==> config.mk <==
export PLATFORM = sky130hd
export DESIGN_NAME = fetch_unit
export DESIGN_NICKNAME = d
export VERILOG_FILES = /design/src/rtl/fetch_unit.sv
export SDC_FILE = /design/constraint.sdc
export NUM_CORES = 1
export LEC_CHECK = 0
export CELL_PAD_IN_SITES_DETAIL_PLACEMENT = 1
export CELL_PAD_IN_SITES_GLOBAL_PLACEMENT = 2
export CORE_MARGIN = 1.5
export CORE_UTILIZATION = 43
export CTS_BUF_LIST = sky130_fd_sc_hd__clkbuf_8
export CTS_CLUSTER_DIAMETER = 60
export DETAILED_ROUTE_END_ITERATION = 10
export MAX_ROUTING_LAYER = met4
export PLACE_DENSITY = 0.93
export SYNTH_ARGS = -nofsm -noshare
export SYNTH_HDL_FRONTEND = slang
export SYNTH_SLANG_ARGS = --single-unit
==> constraint.sdc <==
create_clock -name clk -period 3.9 [get_ports clk]
set_clock_uncertainty 0.15 [all_clocks]
set_input_delay 0.78 -clock clk [delete_from_list [all_inputs] [get_ports clk]]
set_output_delay 0.78 -clock clk [all_outputs]
set_load 0.01 [all_outputs]
==> src/rtl/fetch_unit.sv <==
// Instruction fetch stage: sequential PC generation, in-order memory requests with
// credit control, prefetch FIFO and redirect flush. Optional macro: FETCH_ALIGN_CHECK_EN.
module fetch_unit #(
   parameter logic [31:0] RESET_PC        = 32'h0000_0000,
   parameter int          DEPTH           = 4,
   parameter int          MAX_OUTSTANDING = 2
) (
   input  logic        clk,
   input  logic        rst,
   output logic        imem_req_valid,
   input  logic        imem_req_ready,
   output logic [31:0] imem_req_addr,
   input  logic        imem_rsp_valid,
   input  logic [31:0] imem_rsp_data,
   input  logic        redirect_valid,
   input  logic [31:0] redirect_pc,
   output logic        instr_valid,
   input  logic        instr_ready,
   output logic [31:0] instruction,
   output logic [31:0] instr_pc,
   output logic        fetch_fault
);

   localparam int PW = $clog2(DEPTH);
   localparam int CW = $clog2(DEPTH + 1);
   localparam int TW = (MAX_OUTSTANDING > 1) ? $clog2(MAX_OUTSTANDING) : 1;

   logic [31:0]   fetch_pc_reg, fetch_pc_next;
   logic [PW-1:0] wr_ptr_reg, wr_ptr_next;
   logic [PW-1:0] rd_ptr_reg, rd_ptr_next;
   logic [CW-1:0] count_reg, count_next;
   logic [CW-1:0] outstanding_reg, outstanding_next;
   logic [CW-1:0] discard_reg, discard_next;
   logic [TW-1:0] tag_wr_reg, tag_wr_next;
   logic [TW-1:0] tag_rd_reg, tag_rd_next;

   logic [31:0] pc_mem   [DEPTH];
   logic [31:0] word_mem [DEPTH];
   logic [31:0] tag_mem  [MAX_OUTSTANDING];

   logic fault;
   logic credit_ok;
   logic accept;
   logic push;
   logic pop;

`ifdef FETCH_ALIGN_CHECK_EN
   logic fault_reg, fault_next;

   always_comb begin
      fault_next = fault_reg;
      if (redirect_valid)
         fault_next = (redirect_pc[1:0] != 2'b00);
   end

   always_ff @(posedge clk or posedge rst) begin
      if (rst)
         fault_reg <= 1'b0;
      else
         fault_reg <= fault_next;
   end

   assign fault = fault_reg;
`else
   assign fault = 1'b0;
`endif

   assign fetch_fault = fault;

   // Buffered plus in-flight words never exceed FIFO capacity, so responses always fit.
   assign credit_ok      = (int'(count_reg) + int'(outstanding_reg)) < DEPTH;
   assign imem_req_valid = !rst && !redirect_valid && !fault && credit_ok &&
                           (int'(outstanding_reg) < MAX_OUTSTANDING);
   assign imem_req_addr  = fetch_pc_reg;
   assign accept         = imem_req_valid && imem_req_ready;

   assign instr_valid = (count_reg != '0) && !fault;
   assign instruction = instr_valid ? word_mem[rd_ptr_reg] : 32'h0;
   assign instr_pc    = instr_valid ? pc_mem[rd_ptr_reg]   : 32'h0;

   assign pop  = instr_valid && instr_ready && !redirect_valid;
   assign push = imem_rsp_valid && !redirect_valid && (discard_reg == '0);

   always_comb begin
      fetch_pc_next    = fetch_pc_reg;
      wr_ptr_next      = wr_ptr_reg;
      rd_ptr_next      = rd_ptr_reg;
      count_next       = count_reg;
      discard_next     = discard_reg;
      tag_wr_next      = tag_wr_reg;
      tag_rd_next      = tag_rd_reg;
      outstanding_next = outstanding_reg + CW'(accept) - CW'(imem_rsp_valid);

      if (accept) begin
         fetch_pc_next = fetch_pc_reg + 32'd4;
         tag_wr_next   = (tag_wr_reg == TW'(MAX_OUTSTANDING - 1)) ? '0 : tag_wr_reg + 1'b1;
      end
      // Tags retire with every response, stale or not, so pairing stays in order.
      if (imem_rsp_valid)
         tag_rd_next = (tag_rd_reg == TW'(MAX_OUTSTANDING - 1)) ? '0 : tag_rd_reg + 1'b1;

      if (redirect_valid) begin
         fetch_pc_next = redirect_pc & 32'hFFFF_FFFC;
         rd_ptr_next   = wr_ptr_reg;
         count_next    = '0;
         discard_next  = outstanding_reg - CW'(imem_rsp_valid);
      end else begin
         if (imem_rsp_valid && (discard_reg != '0))
            discard_next = discard_reg - 1'b1;
         if (push)
            wr_ptr_next = wr_ptr_reg + 1'b1;
         if (pop)
            rd_ptr_next = rd_ptr_reg + 1'b1;
         count_next = count_reg + CW'(push) - CW'(pop);
      end
   end

   always_ff @(posedge clk or posedge rst) begin
      if (rst) begin
         fetch_pc_reg    <= RESET_PC & 32'hFFFF_FFFC;
         wr_ptr_reg      <= '0;
         rd_ptr_reg      <= '0;
         count_reg       <= '0;
         outstanding_reg <= '0;
         discard_reg     <= '0;
         tag_wr_reg      <= '0;
         tag_rd_reg      <= '0;
      end else begin
         fetch_pc_reg    <= fetch_pc_next;
         wr_ptr_reg      <= wr_ptr_next;
         rd_ptr_reg      <= rd_ptr_next;
         count_reg       <= count_next;
         outstanding_reg <= outstanding_next;
         discard_reg     <= discard_next;
         tag_wr_reg      <= tag_wr_next;
         tag_rd_reg      <= tag_rd_next;
      end
   end

   // Storage arrays carry no reset; occupancy is tracked by the pointers and count.
   always_ff @(posedge clk) begin
      if (accept)
         tag_mem[tag_wr_reg] <= fetch_pc_reg;
      if (push) begin
         pc_mem[wr_ptr_reg]   <= tag_mem[tag_rd_reg];
         word_mem[wr_ptr_reg] <= imem_rsp_data;
      end
   end

endmodule

### Word level (Yosys, flattened, before mapping)

Memory sizes are Yosys's and may differ from the RTL's.
Cells that the tools add are included.
W data, S select, Z words.

| cells by class | value |
|---|---|
| reductions and logical operators | 18 |
| mux-type cells | 15 |
| magnitude comparators | 2 |
| add/sub/neg operators | 12 |
| bitwise logic cells | 1 |

Operator list:

| cell | count |
|---|---|
| $mux W32 | 4 |
| $add A32 B3 Y32 const B | 1 |
| $logic_and A1 B1 Y1 | 9 |
| $mux W3 | 3 |
| $sub A3 B1 Y3 | 3 |
| $add A3 B1 Y3 | 2 |
| $mux W1 | 6 |
| $reduce_bool A2 Y1 | 3 |
| $reduce_bool A3 Y1 | 2 |
| $add A2 B1 Y2 const B | 2 |
| $add A3 B3 Y4 | 1 |
| $lt A4 B3 Y1 const B | 1 |
| $mux W2 | 2 |
| $logic_not A3 Y1 | 1 |
| $lt A3 B2 Y1 const B | 1 |
| $sub A3 B1 Y3 const B | 1 |
| $add A1 B1 Y1 const B | 2 |
| $logic_not A1 Y1 | 2 |
| $reduce_and A2 Y1 | 1 |
| $not A1 Y1 | 1 |

| storage, ports and cells | value |
|---|---|
| logic and storage cells | 59 |
| bits of input ports | 70 |
| memories | 3 |
| bits in writable memories | 320 |
| register bits after elaboration | 47 |

Memory list:

| name | words | width | rd ports | clocked after memory_dff | write ports | RTL line | text |
|---|---|---|---|---|---|---|---|
| pc_mem | 4 | 32 | 1 | 0 | 1 | 37 | `logic [31:0] pc_mem [DEPTH];` |
| word_mem | 4 | 32 | 1 | 0 | 1 | 38 | `logic [31:0] word_mem [DEPTH];` |
| tag_mem | 2 | 32 | 1 | 0 | 1 | 39 | `logic [31:0] tag_mem [MAX_OUTSTANDING];` |

### Logic depth before layout (Yosys ltp)

Gate-level depths: netlist of run 1.

| depth | value |
|---|---|
| word-level depth | 7 |
| gate-level depth with buffers | 12 |
| depth with buffers taken out | 12 |

### Worst setup path after synthesis of run 1

No wires, ideal clock.

| timing | value |
|---|---|
| path kind | input to register |
| start | input redirect_valid |
| end | memory pc_mem[2][10], enable pin |
| arrival time | 3.243 ns |
| stages on the path | 3 |
| path buffers | 1 |
| data required time | 3.324 ns |
| setup slack | 0.080 ns |
| setup time | 0.426 ns |
| path through | buf_2 -> nor4b_1 -> and2_1 |

| on the way | value |
|---|---|
| longest elaborated chain between the ends | 5 |

RTL lines:

| element | RTL line | text |
|---|---|---|
| start, declared | 15 | `input logic redirect_valid,` |
| $logic_not A1 Y1 | 82 | `assign push = imem_rsp_valid && !redirect_valid && (discard_reg == '0);` |
| $logic_and A1 B1 Y1 (2 in series) | 82 |  |
| $mux W1 | 144 | `if (push) begin` |
| $mux W1 (not written as such) | 145 | `pc_mem[wr_ptr_reg] <= tag_mem[tag_rd_reg];` |
| end, declared | 37 |  |

No other way between the ends.

### Worst setup path in the final report of run 1

| timing | value |
|---|---|
| start | register count_reg[1] |
| end | output instruction[31] |

| on the way | value |
|---|---|
| longest elaborated chain between the ends | 2 |

RTL lines:

| element | RTL line | text |
|---|---|---|
| start, declared | 31 | `logic [CW-1:0] count_reg, count_next;` |
| start signal, assigned | 132 | `count_reg <= count_next;` |
| $reduce_bool A3 Y1 | 77 | `assign instr_valid = (count_reg != '0) && !fault;` |
| $mux W32 | 78 | `assign instruction = instr_valid ? word_mem[rd_ptr_reg] : 32'h0;` |
| end, declared | 19 | `output logic [31:0] instruction,` |

No other way between the ends.

==> results of run 1 <==
## worst register-to-register path, stage by stage (launching register included)
cell and delay [ps]:
dfrtp_1 440, or3_2 750, buf_12 280, nand2_1 140, nor2_1 60, ha_1 300, inv_1 50, ha_1 130
inv_1 50, fa_1 370, xnor2_1 160, nor2_1 60
## cell type report
type / count / area share, %
inverters: 20 / 0.4264
flip-flops and latches: 353 / 58.96
repair buffers: 184 / 10.82
clock buffers: 59 / 4.612
clock inverters: 45 / 1.322
multi-input cells: 383 / 20.72
well taps: 442 / 3.141
## metrics by stage
| stage | instances | utilization [%] | instance area (µm²) |
|---|---|---|---|
| final | 1486 | 53.97 | 17610 |
| after global routing | 1486 | 53.97 | 17610 |
| after CTS | 1486 | 53.97 | 17610 |
| after global placement | 1382 | 50.77 | 16560 |
| after floorplan | 797 | - | 14280 |
| after detailed placement | 1382 | 50.77 | 16560 |
## how the worst min path moves through the flow
stage                endpoint  slack [ps]  depth (start not counted)
6_report           tag_wr_reg         380                          1
5_1_grt        tag_mem[1][31]         410                          0
4_1_cts            tag_wr_reg         380                          1
3_5_place_dp       tag_wr_reg         370                          1
3_3_place_gp       tag_wr_reg         350                          1
2_1_floorplan      tag_wr_reg         310                          1
## cell families after synthesis
logic type | Yosys count
flip-flops | 353
AND/OR/NAND/NOR | 190
multiplexers | 98
buffers and inverters | 61
AO/OA/AOI/OAI | 54
adder cells (fa/ha/maj) | 18
XOR/XNOR | 18
other | 1
## power groups by stage
| stage | clock network (W) | logic [W] | registers, W |
|---|---|---|---|
| finish | 0.00293 | 0.00328 | 0.00460 |
| global route | 0.00314 | 0.00358 | 0.00463 |
| CTS | 0.00300 | 0.00337 | 0.00460 |
| detailed placement | 0 | 0.00336 | 0.00468 |
| global placement | 0 | 0.00327 | 0.00466 |
| floorplan | 0 | 0.00191 | 0.00461 |
## routing by layer
layer,share of wire (%),up-vias
met5,0,-
met4,1.8,0
met3,4.2,42
met2,51,201
met1,43,4089
li1,-,3494
## cell usage after synthesis, drive strengths merged (4+ instances only)
master,n
nor4,4
ha,16
nor3,5
and2,68
xor2,10
o311ai,6
nand3,23
nand4,12
mux4,62
nor2,21
a31oi,4
mux2,33
xnor2,8
o21ai,25
buf,22
edfxtp,308
o211ai,4
inv,20
clkbuf,19
dfrtp,45
nor2b,4
nand2,41
a21oi,7
==> metrics, run 1 <==
status=finished, final reports clean; Final Net Count=1087; row count=66; vias=7826; critical path's slowest cell=or3_2; GRT Util Overall=20.01%; Bufs on Longest Clock Path=3; FF/Latch Area=10380 µm²; Vias/cell=5.266; total CTS buffers=57; Post-synth EDFFs=308; commonest cells after routing, fill and taps aside=308 x edfxtp_1, 160 x clkdlybuf4s50_1, 64 x and2_1, 62 x mux4_2, 59 x clkbuf_8; Reg clk slew, reported paths=60 ps; Synth Area in Compound Gates=2.378%; CTS tree=yes; combinational group share of total power=30.3%; largest net degree at the start of global routing=61; Post-Synth XOR/XNOR Area=1.105%; global-route wire length before repair=49760 µm; Die ar.=34270 µm²; die height=185.1 µm; r2r worst-path depth=11; synthesized area=14260 µm²; power per cell area=613.7 nW/µm²; Root Buffer=clkbuf_8; Avg Inst Size Synth=17.98 µm²; CP Max Fanout=45; mux contribution to synthesized area=12.61%; Routed WL=32020 µm; Die Width=185.1 µm; synth warn=0; Int Pwr=0.007705 W; CORE AREA=32620 µm²; reg2reg end=count_reg[2]; post-cts sizing count=0; largest family of logic cells by synthesized area=multiplexers; number of I/O port buffers=161; grt total ovfl=0; post-detail-place hpwl=20630 µm; GR peak layer=met2; CP cell instances=or3_2 -> buf_12 -> and2_1 -> clkdlybuf4s50_1; Synth top area share=64.85%; Flop pwr share=42.6%; CP Launch Type=flop; post-synthesis instance total=793; worst-margin pin slew=1091 ps; CP Class=flop to output port; GR Util met3=3.166%; Adder-Cell Fraction of Synth Area=1.685%; share of cells above drive strength 1=19.35%; Pins Over Slew Limit=0; slowest stage delay, CP=750 ps; post-synth top area cell=edfxtp_1; maximum VDD drop=0.3527 mV; crit share post-route=94.32%; # setup viols final=0; initial antenna violation count=0; leakage=6.022 nW; setup repair bufs after CTS=0; max cap viols=0; final-report hold violation count=0; clk sinks=353; Worst path depth=4; post-synthesis sequential area ratio=72.75%; ant diodes=0; Setup crit end=instruction[31]; RSZ-0062 raised after global routing=no; initial core utilization=43.72%; router iterations before antenna repair=5; Crit. Startpoint=count_reg[1]; Top reg by flops=word_mem; Worst EP arrival=2750 ps; Largest register FFs=128; Final ANT Viol Nets=0; Power, Total=0.01080 W; Final Wtd Congestion=0.7698; ys async rst share=12.75%; Sw Pwr=0.003100 W; Hold WC Path Type=flop to flop; worst hold start=tag_wr_reg; Worst Path Buf+Inv=2; Residual DRC=0; switch share=28.69%; Final WS setup=221.7 ps; #FFs+latches synth=353; commonest non-fill, non-tap cell in the layout=edfxtp_1; Simple-Gate Fraction of Synth Area=7.580%; clock network fraction of design power=27.1%; Initial DRC Count=491; Fin Hold WS=380.3 ps; area of the multi-input gates=3649 µm²; Max Clock Freq=0.2719 GHz; vias in the first global route=8603; I/O pins=169; fillers=3017; routed length per placed instance=21.55 µm; H-tree levels=2; Setup crit end kind=output port; Slew headroom=27.02%; met1 Resource Use GR=25.65%; Worst R2R Start=count_reg[1]; Distinct cells, synth=51; hold buffer count at cts=0; dpl ws=621.4 ps; Top delay family on crit path=simple AND/OR/NAND/NOR gates; P&R area growth vs syn=23.45%; Largest regs=word_mem: 128 flops, pc_mem: 120 flops, tag_mem: 60 flops; Area contributors post-synth=edfxtp_1 65%, mux4_2 9.8%, dfrtp_1 7.9%; minimum clock period=3678 ps; met2 Use GR=33.29%; Clock Latency Late Sink=580 ps; final setup TNS=0 ps; Top FF cell, synth=edfxtp_1; r2r setup slk=830 ps; WP data required=2970 ps
Note: power is estimated with default switching activity, not from simulation.
==> run 2: changes to the inputs <==
--- a/config.mk
+++ b/config.mk
@@ -5,6 +5,7 @@
 export SDC_FILE = /design/constraint.sdc
 export NUM_CORES = 1
 export LEC_CHECK = 0
+export CAP_MARGIN = 10
 export CELL_PAD_IN_SITES_DETAIL_PLACEMENT = 1
 export CELL_PAD_IN_SITES_GLOBAL_PLACEMENT = 2
 export CORE_MARGIN = 1.5
==> results of run 2 <==
The final DEF is identical to that of run 1; final timing and power are the same.
